## src/rtl/alarm_pkg.sv

```systemverilog
// Shared state encodings for the multi-channel latching alarm controller.
package alarm_pkg;

   localparam int STATE_W = 2;

   localparam logic [STATE_W-1:0] ST_IDLE     = 2'b00;
   localparam logic [STATE_W-1:0] ST_ALARM    = 2'b01;
   localparam logic [STATE_W-1:0] ST_SILENCED = 2'b10;

endpackage

```

## src/rtl/alarm_ctrl_blink_gen.sv

```systemverilog
// Blink timebase: free-running 0..BLINK_PERIOD-1 counter, held at zero while en=0.
// phase is high in the second half of the period; period_done marks the wrap cycle.
module blink_gen #(
   parameter int BLINK_PERIOD = 100_000_000
) (
   input  logic clk,
   input  logic rst,
   input  logic en,
   output logic phase,
   output logic period_done
);

   localparam int               CNT_W    = $clog2(BLINK_PERIOD - 1) + 1;
   localparam logic [CNT_W-1:0] CNT_LAST = CNT_W'(BLINK_PERIOD - 1);
   localparam logic [CNT_W-1:0] CNT_HALF = CNT_W'(BLINK_PERIOD / 2);

   logic [CNT_W-1:0] cnt_reg;
   logic [CNT_W-1:0] cnt_next;

   always_comb begin
      cnt_next = '0;
      if (en && (cnt_reg != CNT_LAST)) begin
         cnt_next = cnt_reg + CNT_W'(1);
      end
   end

   always_ff @(posedge clk or posedge rst) begin
      if (rst) begin
         cnt_reg <= '0;
      end else begin
         cnt_reg <= cnt_next;
      end
   end

   assign phase       = (cnt_reg >= CNT_HALF);
   assign period_done = en && (cnt_reg == CNT_LAST);

endmodule

```

## src/rtl/alarm_ctrl.sv

```systemverilog
// Multi-channel latching alarm controller: synchronised triggers, blinking lamps, silenceable buzzer.
// Optional buzzer tone modulation is built when ALARM_BUZZ_TONE_EN is defined.
module alarm_ctrl
   import alarm_pkg::*;
#(
   parameter int NUM_CH       = 4,
   parameter int BLINK_PERIOD = 100_000_000,
   parameter int BUZZ_TIMEOUT = 30,
   parameter int TONE_DIV     = 25_000
) (
   input  logic                clk,
   input  logic                rst,
   input  logic [NUM_CH-1:0]   trig,
   input  logic                ack,
   output logic                alarm_out1,
   output logic                alarm_out2,
   output logic                buzzer_out,
   output logic [NUM_CH-1:0]   active_ch,
   output logic [STATE_W-1:0]  state_o
);

   localparam int                PCNT_W   = $clog2(BUZZ_TIMEOUT) + 1;
   localparam logic [PCNT_W-1:0] PCNT_MAX = PCNT_W'(BUZZ_TIMEOUT);

   if ((NUM_CH < 1) || (NUM_CH > 16) || (BLINK_PERIOD < 2) || ((BLINK_PERIOD % 2) != 0)
       || (TONE_DIV < 1)) begin : g_param_err
      $error("alarm_ctrl: illegal parameter value");
   end

   logic [NUM_CH-1:0]  trig_s1_reg;
   logic [NUM_CH-1:0]  trig_s2_reg;
   logic               ack_s1_reg;
   logic               ack_s2_reg;
   logic               ack_s3_reg;
   logic               ack_p;
   logic [NUM_CH-1:0]  active_reg;
   logic [NUM_CH-1:0]  active_next;
   logic               new_set;
   logic [STATE_W-1:0] state_reg;
   logic [STATE_W-1:0] state_next;
   logic [PCNT_W-1:0]  pcnt_reg;
   logic [PCNT_W-1:0]  pcnt_next;
   logic               timeout_hit;
   logic               phase;
   logic               period_done;
   logic               blink_en;

   always_ff @(posedge clk or posedge rst) begin
      if (rst) begin
         trig_s1_reg <= '0;
         trig_s2_reg <= '0;
         ack_s1_reg  <= 1'b0;
         ack_s2_reg  <= 1'b0;
         ack_s3_reg  <= 1'b0;
      end else begin
         trig_s1_reg <= trig;
         trig_s2_reg <= trig_s1_reg;
         ack_s1_reg  <= ack;
         ack_s2_reg  <= ack_s1_reg;
         ack_s3_reg  <= ack_s2_reg;
      end
   end

   assign ack_p = ack_s2_reg & ~ack_s3_reg;

   // A live trigger always wins over an acknowledge clearing the same channel.
   for (genvar gi = 0; gi < NUM_CH; gi++) begin : g_ch
      assign active_next[gi] = trig_s2_reg[gi] | (active_reg[gi] & ~ack_p);
   end

   assign new_set     = |(trig_s2_reg & ~active_reg);
   assign timeout_hit = (BUZZ_TIMEOUT != 0) && (pcnt_reg == PCNT_MAX);

   always_comb begin
      state_next = state_reg;
      case (state_reg)
         ST_IDLE: begin
            if (|active_reg) state_next = ST_ALARM;
         end
         ST_ALARM: begin
            if (ack_p && !(|active_next)) begin
               state_next = ST_IDLE;
            end else if (ack_p || timeout_hit) begin
               state_next = ST_SILENCED;
            end
         end
         ST_SILENCED: begin
            if (new_set) begin
               state_next = ST_ALARM;
            end else if (ack_p && !(|active_next)) begin
               state_next = ST_IDLE;
            end
         end
         default: state_next = ST_IDLE;
      endcase
   end

   // Timeout restarts on every (re-)entry to ALARM and only advances while in ALARM.
   always_comb begin
      pcnt_next = pcnt_reg;
      if ((state_next == ST_ALARM) && (state_reg != ST_ALARM)) begin
         pcnt_next = '0;
      end else if ((state_reg == ST_ALARM) && period_done && (pcnt_reg != PCNT_MAX)) begin
         pcnt_next = pcnt_reg + PCNT_W'(1);
      end
   end

   always_ff @(posedge clk or posedge rst) begin
      if (rst) begin
         active_reg <= '0;
         state_reg  <= ST_IDLE;
         pcnt_reg   <= '0;
      end else begin
         active_reg <= active_next;
         state_reg  <= state_next;
         pcnt_reg   <= pcnt_next;
      end
   end

   assign blink_en = (state_reg != ST_IDLE);

   blink_gen #(
      .BLINK_PERIOD (BLINK_PERIOD)
   ) u_blink (
      .clk         (clk),
      .rst         (rst),
      .en          (blink_en),
      .phase       (phase),
      .period_done (period_done)
   );

   assign alarm_out1 = blink_en & phase;
   assign alarm_out2 = ~alarm_out1;
   assign active_ch  = active_reg;
   assign state_o    = state_reg;

`ifdef ALARM_BUZZ_TONE_EN
   localparam int               TONE_W    = $clog2(TONE_DIV - 1) + 1;
   localparam logic [TONE_W-1:0] TONE_LAST = TONE_W'(TONE_DIV - 1);

   logic [TONE_W-1:0] tone_cnt_reg;
   logic              tone_reg;

   always_ff @(posedge clk or posedge rst) begin
      if (rst) begin
         tone_cnt_reg <= '0;
         tone_reg     <= 1'b0;
      end else if (state_reg != ST_ALARM) begin
         tone_cnt_reg <= '0;
         tone_reg     <= 1'b0;
      end else if (tone_cnt_reg == TONE_LAST) begin
         tone_cnt_reg <= '0;
         tone_reg     <= ~tone_reg;
      end else begin
         tone_cnt_reg <= tone_cnt_reg + TONE_W'(1);
      end
   end

   assign buzzer_out = (state_reg == ST_ALARM) & phase & tone_reg;
`else
   assign buzzer_out = (state_reg == ST_ALARM) & phase;
`endif

endmodule

```

## config.mk

```make
export PLATFORM = sky130hd
export DESIGN_NAME = alarm_ctrl
export DESIGN_NICKNAME = d
export VERILOG_FILES = /design/src/rtl/alarm_pkg.sv /design/src/rtl/alarm_ctrl_blink_gen.sv /design/src/rtl/alarm_ctrl.sv
export SDC_FILE = /design/constraint.sdc
export NUM_CORES = 1
export LEC_CHECK = 0
export ABC_AREA = 1
export CAP_MARGIN = 20
export CORE_ASPECT_RATIO = 1.25
export CORE_UTILIZATION = 45
export DETAILED_ROUTE_END_ITERATION = 8
export HOLD_SLACK_MARGIN = 0.03
export SKIP_LAST_GASP = 1
export SYNTH_ARGS = -nofsm -noshare
export SYNTH_HDL_FRONTEND = slang
export SYNTH_SLANG_ARGS = --single-unit
```

## constraint.sdc

```tcl
create_clock -name clk -period 2 [get_ports clk]
set_clock_uncertainty 0.1 [all_clocks]
set_input_delay 0.5 -clock clk [delete_from_list [all_inputs] [get_ports clk]]
set_output_delay 0.5 -clock clk [all_outputs]
set_load 0.05 [all_outputs]
```

==> results of run 1 <==
==> cell usage after synthesis (6+ instances only) <==
cell type  instances
nor3_1            17
nand2_1           80
a21oi_1            7
o21ai_0            7
dfrtp_1           51
nand4_1            9
inv_1             56
nor2_1            70
nand2_2            6
xnor2_1            6
xor2_1            11
nand3_1           13
nor2_2            12
==> power breakdown <==
group	leakage [nW]	switching (mW)	total, mW	internal (mW)
combinational	0.871	0.433	0.666	0.233
sequential	0.661	0.0639	1.16	1.09
clock	0.0587	0.353	0.732	0.379
total	1.59	0.850	2.56	1.71
==> cells by family after synthesis <==
logic type	count (synthesis)
xor+xnor	17
flops	51
simple gates	225
compound gates	23
buf+inv	61
fa+ha+maj	4
==> timing repair <==
item                                   CTS  global route
gates resized for setup                  6             7
setup endpoints to repair                3             3
setup buffers                            1             1
pin swaps                                0             4
endpoints found under the hold margin    0             0
==> cell type report <==
type	instances	area, µm²	share of cell area, %
clock buffers	5	68.82	1.919
clock inverters	3	47.55	1.326
inverters	58	221.5	6.176
multi-input cells	269	1440	40.16
flip-flops and latches	51	1279	35.66
well taps	85	106.4	2.966
repair buffers	45	422.9	11.79
==> metrics by stage <==
step	cells	power, mW	util, %
4_1_cts	515	2.597	56.99
3_3_place_gp	506	1.849	54.73
6_report	516	2.556	57.41
3_5_place_dp	506	1.857	54.73
2_1_floorplan	381	1.647	-
5_1_grt	516	2.703	57.41
==> worst max path at each step <==
stage	start	endpoint	slack, ns	cells past startpoint
3_5_place_dp	u_blink.cnt_reg[22]$_DFF_PP0_	alarm_out1	-0.07	9
4_1_cts	u_blink.cnt_reg[21]$_DFF_PP0_	alarm_out1	-0.34	9
2_1_floorplan	u_blink.cnt_reg[23]$_DFF_PP0_	buzzer_out	-0.06	6
5_1_grt	u_blink.cnt_reg[21]$_DFF_PP0_	alarm_out1	-0.41	9
6_report	u_blink.cnt_reg[21]$_DFF_PP0_	alarm_out1	-0.32	9
3_3_place_gp	u_blink.cnt_reg[20]$_DFF_PP0_	alarm_out1	-0.002	9
==> per-layer routing <==
metal | GRT usage (%) | share of wire (%) | wire, µm | vias up
met5 | 0 | 0 | 0 | -
met4 | 9.776 | 3.6 | 250 | 0
met3 | 3.407 | 2.9 | 199 | 22
met2 | 40.76 | 54 | 3700 | 51
met1 | 24.05 | 40 | 2719 | 1224
li1 | - | - | - | 1277
==> worst register-to-register path: cells and delay by family, from the launching register on <==
kind / cells / cell delay, ns
AND/OR/NAND/NOR: 6 / 0.65
buffers and inverters: 2 / 0.29
adder cells (fa/ha/maj): 1 / 0.26
flip-flops: 1 / 0.40
==> impl_results.md, run 1 <==
* Drt drc at 0
* Post-Synth Simple-Gate Area at 36.31%
* Synth Area in XOR/XNOR at 5.077%
* Clock Path Buffers at 2
* Die area at 0.006846 mm²
* Htree depth at 2
* Synthesis-to-layout area growth at 22.27%
* Syn Nets at 392
* CP max stage cell: dfrtp_1
* Number of global-route vias before repair at 2553
* Compound-Gate Fraction of Synth Area at ~4.7%
* LEAKAGE at 1.591 nW
* Crit path max fanout at 2
* Post-synth EDFFs at 0
* Worst setup margin at -0.3208 ns
* Core ar. at between 0.006 and 0.007 mm²
* Register area share after synthesis at 43.52%
* RR Startpoint: u_blink.cnt_reg[1]$_DFF_PP0_
* Clock Latency Late Sink at 0.30 ns
* Worst Max-Slew Pin Slew at 0.4334 ns
* Register bit total from synthesis at 51
* HP Start: trig_s1_reg[1]$_DFF_PP0_
* FFs w/ async S/R, synth at 100.0%
* Fillers at 586
* Max Fclk at 0.4309 GHz
* Post-route ant nets at 0
* DR vias at 2574
* Peak supply drop at between 0.5 and 0.6 mV
* Antenna violations before repair at 0
* Drt first pass iters at 4
* Min Hold Slack at between 0.2 and 0.3 ns
* GRT overflow at 0
* WHS Endpoint: trig_s2_reg[1]$_DFF_PP0_
* Critical path arrival at 1.72 ns
* Reg clk slew, reported paths at approximately 0.1 ns
* Synthesized instance count at approximately 380
* R2r endpoint: u_blink.cnt_reg[22]$_DFF_PP0_
* WL/cell at about 13 µm
* Largest net degree at the start of global routing at 52
* Setup tns final at -0.8652 ns
* Type of origin of the critical path: flip-flop
* Most frequent cells in the layout: 76 x nand2_1, 68 x nor2_1, 54 x inv_1, 49 x dfrtp_1, 33 x buf_4
* Most used cell, CP: nand2_2
* Status: finished, violations left
* Crit path buf inv count at 3
* Delay-heaviest family, CP: simple AND/OR/NAND/NOR gates
* Avg Cell Area, Syn at 7.698 µm²
* Fin. Hold Viols at 0
* Post-route clock period utilization at 116.0%
* Cell Chain, Critical Path: nand2_2, nor2_4, nand4_1, o21bai_1, inv_1, nand2_2, nand2_4, clkinvlp_4, buf_12
* Crit end category: primary output
* Yosys warns at 0
* GPL Wtd Cong at 0.9476
* WHS Path Cells at 0
* Num Clock Sinks at 51
* Worst reg2reg path depth at 9
* Overall Global Routing Usage at 22.12%
* Hold Crit Class: flip-flop to flip-flop
* Placed Area at 0.003418 mm²
* Max-Cap Viols at 0
* Boundary Pins at 16
* Pwr Density at 712.9 mW/mm²
* Ant. Diodes at 0
* Drt total wl at 6870 µm
* Hold-fix buffers, CTS at 0
* Post-Synth Adder-Cell Area at 1.706%
* Area contributors post-synth: dfrtp_1 44%, nand2_1 10%, nor2_1 9.0%
* WS Path Type: flip-flop to primary output
* Die Wd at 74.21 µm
* Max-slew violations at 0
* Main combinational cell family by area after synthesis: simple AND/OR/NAND/NOR gates
* Max FFs per register at 28
* Final setup violation count at 3
* Clk root buf: clkbuf_8
* Row count at 32
* Place WS at -0.07349 ns
* Unique masters post-synth at 33
* Total CTS buffers at 5
* Iteration-0 DRC Markers at 108
* Die Ht at 92.26 µm
* Share of layout cells above drive strength 1 at 22.27%
* Vias/cell at around 5.0
* RSZ-0062 raised after global routing: yes
* Worst path max stage delay at 0.40 ns
* Commonest non-fill, non-tap cell in the layout: nand2_1
* Crit path required time at ~1.4 ns
* CTS tree: yes
* R2r setup slk at 0.21 ns
* Dpl hpwl at 5393 µm
* Post-synthesis mux area share at 0%
* Top FF cell, synth: dfrtp_1
* Leading area contributor after synthesis: dfrtp_1
* Port bufs at 15
* Time the worst path needs with I/O delays and setup at approximately 2.3 ns
* Violated checks: negative setup slack
* Initial core utilization at 46.96%
* Mapped Area at about 0.003 mm²
* Fin area at approximately 0.0036 mm²
* Fin nets at 441
* First-pass GRT wire length at 11360 µm
* Relative slew margins at 71.00%
* Yosys top cell area share at ~44%
No activity file was read; power rests on OpenSTA's default activity.
==> run 2, diff against run 1 <==
CORE_UTILIZATION = 40   (was 45)
==> run 2 against run 1 <==
The flow still finishes with violations (negative setup slack); clock power fell by 16%; critical path depth fell by 1; worst hold slack got worse by 0.0027 ns; sequential share of layout area fell by 0.46 points; cell count rose by 2.5%; count of clock-buffer cells in the layout did not move; sequential power barely moved; global-route usage fell by 2.5 points; cell area rose by 1.1%; non-clock buffer count rose by 8; critical path type unchanged; critical endpoint unchanged; largest cell class unchanged.
==> impl_results.md, run 2 (synthesis results as in run 1) <==
* DR vias at 2536
* RSZ-0062 raised after global routing: yes
* Worst reg2reg path depth at 10
* Largest net degree at the start of global routing at 52
* Relative slew margins at between 70% and 80%
* Most frequent cells in the layout: 76 x nand2_1, 67 x nor2_1, 54 x inv_1, 51 x dfrtp_1, 41 x buf_4
* Num Clock Sinks at slightly above 50
* Crit end category: primary output
* CTS tree: yes
* Boundary Pins at 16
* Synthesis-to-layout area growth at 23.63%
* Die Ht at around 98 µm
* GRT overflow at 0
* Ant. Diodes at 0
* Number of global-route vias before repair at 2600
* Vias/cell at 4.794
* Clk root buf: clkbuf_8
* Drt first pass iters at 4
* CP Launch Point: u_blink.cnt_reg[26]$_DFF_PP0_
* Drt drc at 0
* Core ar. at 0.007019 mm²
* Commonest non-fill, non-tap cell in the layout: nand2_1
* R2r endpoint: pcnt_reg[5]$_DFFE_PP0P_
* Status: finished, violations left
* Die Wd at 78.59 µm
* Placed Instances at 517
* Max FFs per register at 28
* WL/cell at ~13 µm
* RR Startpoint: u_blink.cnt_reg[1]$_DFF_PP0_
* Pwr Density at 675.7 mW/mm²
* Post-route clock period utilization at 113.8%
* Total CTS buffers at 5
* Fin nets at 449
* Peak supply drop at 0.4914 mV
* Type of origin of the critical path: flip-flop
* Worst setup margin at -0.2759 ns
* Worst Max-Slew Pin Slew at between 0.3 and 0.4 ns
* R2r setup slk at between 0.2 and 0.3 ns
* Max Fclk at 0.4394 GHz
* Htree depth at 2
* Hold Crit Class: flip-flop to flip-flop
* Crit path capture: alarm_out1
* Min Hold Slack at 0.2542 ns
* Drt total wl at around 7000 µm
* Fillers at 692
* Reg clk slew, reported paths at 0.10 ns
* Time the worst path needs with I/O delays and setup at 2.276 ns
* Util after Layout at around half
* Port bufs at 15
* Iteration-0 DRC Markers at 124
* Max-slew violations at 0
* Crit path required time at 1.40 ns
* Max-Cap Viols at 0
* Critical path arrival at roughly 1.7 ns
* Dpl hpwl at 5470 µm
* Clock Path Buffers at 2
* Crit path max fanout at 2
* Violated checks: negative setup slack
* Antenna violations before repair at 0
* Final setup violation count at 3
* GPL Wtd Cong at 0.9785
* Share of layout cells above drive strength 1 at 23.23%
* Die area at roughly 0.0077 mm²
* Clock Latency Late Sink at 0.31 ns
* Fin. Hold Viols at 0
* Post-route ant nets at 0
* LEAKAGE at 1.618 nW
* Row count at 34
* WS Path Type: flip-flop to primary output
* Initial core utilization at 41.78%
* Fin cells at 529
* First-pass GRT wire length at approximately 12000 µm
* Overall Global Routing Usage at approximately a fifth
[run 2: power by group]
part | internal (mW) | switching, mW | leakage (nW) | total, mW
Clock | 0.251 | 0.363 | 0.0443 | 0.614
Combinational | 0.243 | 0.438 | 0.909 | 0.681
Sequential | 1.09 | 0.0602 | 0.664 | 1.15
Total | 1.59 | 0.862 | 1.62 | 2.45
[run 2: per-stage QoR]
stage / total power [mW] / instance area (µm²) / TNS [ns] / setup slack, ns
3_3_place_gp: 1.863 / 3470 / 0 / 0.002170
4_1_cts: 2.492 / 3601 / -0.7579 / -0.2936
2_1_floorplan: 1.647 / 2948 / -0.08859 / -0.06303
3_5_place_dp: 1.870 / 3470 / -0.05211 / -0.03346
5_1_grt: 2.584 / 3626 / -1.148 / -0.4117
6_report: 2.450 / 3626 / -0.7461 / -0.2759
[run 2: timing repair]
action                     in CTS  in global routing
hold buffers                    0                  0
setup buffers                   2                  2
pin swaps                       2                  2
setup endpoints to repair       3                  3
resized for setup               8                  3
[run 2: how the worst min path moves through the flow]
stage	slack [ns]	to	cells after the start	from
floorplan	0.23	ack_s2_reg$_DFF_PP0_	0	ack_s1_reg$_DFF_PP0_
global placement	0.23	trig_s2_reg[0]$_DFF_PP0_	0	trig_s1_reg[0]$_DFF_PP0_
detailed placement	0.24	trig_s2_reg[0]$_DFF_PP0_	0	trig_s1_reg[0]$_DFF_PP0_
CTS	0.26	trig_s2_reg[0]$_DFF_PP0_	0	trig_s1_reg[0]$_DFF_PP0_
global route	0.26	trig_s2_reg[1]$_DFF_PP0_	0	trig_s1_reg[1]$_DFF_PP0_
finish	0.25	trig_s2_reg[1]$_DFF_PP0_	0	trig_s1_reg[1]$_DFF_PP0_
[run 2: routing by layer]
layer	up-vias	track usage (%)	share of wire (%)
met5	-	0	0
met4	0	9.687	3.2
met3	16	3.458	2.6
met2	45	34.65	52
met1	1181	22.54	42
li1	1294	-	-
[run 2: area by class of cell]
cell class	instances	area [µm²]	area share, %
multi-input cells	269	1439	39.68
inverters	58	221.5	6.108
clock inverters	3	25.02	0.6901
well taps	90	112.6	3.106
flip-flops and latches	51	1276	35.20
clock buffers	5	68.82	1.898
repair buffers	53	483.0	13.32
[run 2: worst max-delay path, stage by stage (launching register included)]
cell        delay (ns)
dfrtp_1           0.40
nor2_2            0.16
nand4_1           0.14
o21bai_1          0.21
inv_1             0.10
nand2_2           0.08
nand2_4           0.06
clkinvlp_4        0.08
buf_12            0.13
==> run 3, diff against run 2 <==
CORE_UTILIZATION = 55   (was 40)
GPL_TIMING_DRIVEN = 1   (was unset)
PLACE_DENSITY = 0.74   (was unset)
clock period = 2.61 ns   (was 2 ns; I/O delays follow)
==> run 3 against run 2 <==
The run now ends clean; utilization rose by 13 points; sequential share of layout area rose by 3.5 points; flip-flop and latch count did not move.
==> impl_results.md, run 3 (synthesis results as in run 1) <==
* Status: finished clean
* Clock Latency Late Sink at 0.32 ns
* Cell Chain, Critical Path: nand2_1, nor2_1, inv_1, nor3_1, o21ai_1, nand2_1, nand2_1, inv_1, buf_12
* Time the worst path needs with I/O delays and setup at about 2.5 ns
* Crit path capture: alarm_out1
* Row count at 29
* CTS tree: yes
* Htree depth at 2
* Post-route ant nets at 0
* Die Wd at 67.32 µm
* Total power at 1.793 mW
* R2r endpoint: u_blink.cnt_reg[12]$_DFF_PP0_
* Port bufs at 15
* First-pass GRT wire length at 10540 µm
* Number of global-route vias before repair at 2402
* GPL Wtd Cong at 0.9494
* WS Path Type: flip-flop to primary output
* Int Power at 1.148 mW
* Core ar. at 0.005116 mm²
* Final setup violation count at 0
* CP Launch Point: u_blink.cnt_reg[15]$_DFF_PP0_
* Dpl hpwl at 4855 µm
* RR Startpoint: u_blink.cnt_reg[0]$_DFF_PP0_
* WL/cell at ~13 µm
* Comb pwr share at 22.9%
* Vias/cell at 5.200
* Max Fclk at 0.4011 GHz
* Post-route clock period utilization at roughly 96%
* Most used cell, CP: nand2_1
* Drt drc at 0
* Total CTS buffers at 5
* Die area at 0.005630 mm²
* Iteration-0 DRC Markers at 120
* Net Switching at 0.6448 mW
* Type of origin of the critical path: flip-flop
* Largest net degree at the start of global routing at 30
* Fin nets at 417
* Fillers at approximately 450
* GRT overflow at 0
* Worst path max stage delay at 0.38 ns
* Synthesis-to-layout area growth at 12.71%
* Worst Max-Slew Pin Slew at 0.5088 ns
* Clock Path Buffers at 2
* Switching part of the total at ~36%
* Pwr Density at 542.5 mW/mm²
* Die Ht at 83.64 µm
* CP Depth at 9
* Overall Global Routing Usage at 25.43%
* Drt first pass iters at 4
* CP max stage cell: dfrtp_1
* RSZ-0062 raised after global routing: no
* Crit end category: primary output
* Crit path buf inv count at 3
* Max FFs per register at 28
* DR vias at 2439
* Critical path arrival at 1.74 ns
* Worst reg2reg path depth at 8
* Setup tns final at 0 ns
* Fin area at 0.003306 mm²
* Reg clk slew, reported paths at 0.10 ns
* Hold-fix buffers, CTS at 0
* Relative slew margins at around 66%
* Placed Area at 0.003169 mm²
* Share of layout cells above drive strength 1 at 14.50%
* Crit path max fanout at 4
* Crit path required time at 1.86 ns
* LEAKAGE at 1.442 nW
* Peak supply drop at 0.3525 mV
* Initial core utilization at 57.32%
* Boundary Pins at 16
* Most frequent cells in the layout: 80 x nand2_1, 68 x nor2_1, 55 x inv_1, 49 x dfrtp_1, 17 x nor3_1
* Ant. Diodes at 0
* Reg power frac at 50.0%
* R2r setup slk at 0.59 ns
* Max-slew violations at 0
* Fin. Hold Viols at 0
* Max-Cap Viols at 0
* Delay-heaviest family, CP: simple AND/OR/NAND/NOR gates
* Antenna violations before repair at 0
* Clk root buf: clkbuf_8
* Commonest non-fill, non-tap cell in the layout: nand2_1
* Num Clock Sinks at 51
* Drt total wl at 6297 µm
* Hold Crit Class: flip-flop to flip-flop
* Clock power share at 27.0%
==> run 3: cell count changes in the layout (fill, tap and decap cells not counted), moves of 3 or more <==
cell / change
nand2_1: +4
clkdlybuf4s50_1: +6
nand2_2: -3
buf_4: -35
==> run 3: worst min-delay path by stage <==
stage,startpoint,endpoint,depth (start not counted)
floorplan,ack_s1_reg$_DFF_PP0_,ack_s2_reg$_DFF_PP0_,0
global placement,trig_s1_reg[3]$_DFF_PP0_,trig_s2_reg[3]$_DFF_PP0_,0
detailed placement,trig_s1_reg[0]$_DFF_PP0_,trig_s2_reg[0]$_DFF_PP0_,0
CTS,trig_s1_reg[0]$_DFF_PP0_,trig_s2_reg[0]$_DFF_PP0_,0
global route,trig_s1_reg[3]$_DFF_PP0_,trig_s2_reg[3]$_DFF_PP0_,0
finish,trig_s1_reg[3]$_DFF_PP0_,trig_s2_reg[3]$_DFF_PP0_,0
==> run 3: worst register-to-register path: stages (launching register included) <==
cell and delay, ns:
dfrtp_1 0.46, ha_1 0.30, nand3_2 0.16, inv_2 0.14, nand2_4 0.09, nor2_4 0.15
nand2_2 0.07, nand2_4 0.29, nor3b_1 0.13
==> run 3: power by group through the flow <==
| stage | clock, mW | combinational, mW | sequential, mW |
|---|---|---|---|
| after CTS | 0.497 | 0.419 | 0.898 |
| after global routing | 0.530 | 0.462 | 0.905 |
| final | 0.485 | 0.411 | 0.897 |
| after global placement | 0 | 0.413 | 0.911 |
| after floorplan | 0 | 0.297 | 0.959 |
| after detailed placement | 0 | 0.418 | 0.913 |
==> run 3: per-stage QoR <==
| step | hold WS [ns] | util (%) | worst slack (ns) | cells |
|---|---|---|---|---|
| after floorplan | 0.2312 | - | 0.1253 | 381 |
| after global placement | 0.2345 | 61.95 | 0.3910 | 457 |
| after detailed placement | 0.2355 | 61.95 | 0.3707 | 457 |
| after CTS | 0.2595 | 63.81 | 0.01313 | 465 |
| after global routing | 0.2638 | 64.61 | 0.01364 | 469 |
| final | 0.2573 | 64.61 | 0.1169 | 469 |
==> run 3: area by class of cell <==
class                   count  area, µm²  share of cell area (%)
flip-flops and latches     51       1279                   38.68
clock buffers               5      68.82                   2.082
clock inverters             3      26.28                  0.7949
multi-input cells         269       1411                   42.69
well taps                  62      77.57                   2.347
repair buffers             21      225.2                   6.813
inverters                  58      217.7                   6.586
==> run 3: metal layers <==
metal	part of all wire, %	wire length (µm)	GRT usage [%]
met5	0	0	0
met4	4.6	288	16.25
met3	3.3	206	5.055
met2	50	3165	41.36
met1	42	2636	29.48
==> run 3: repair_timing <==
action / in CTS / in global routing
buffers inserted: 0 / 4
gates resized for setup: 0 / 6
endpoints found under the setup margin: 0 / 3
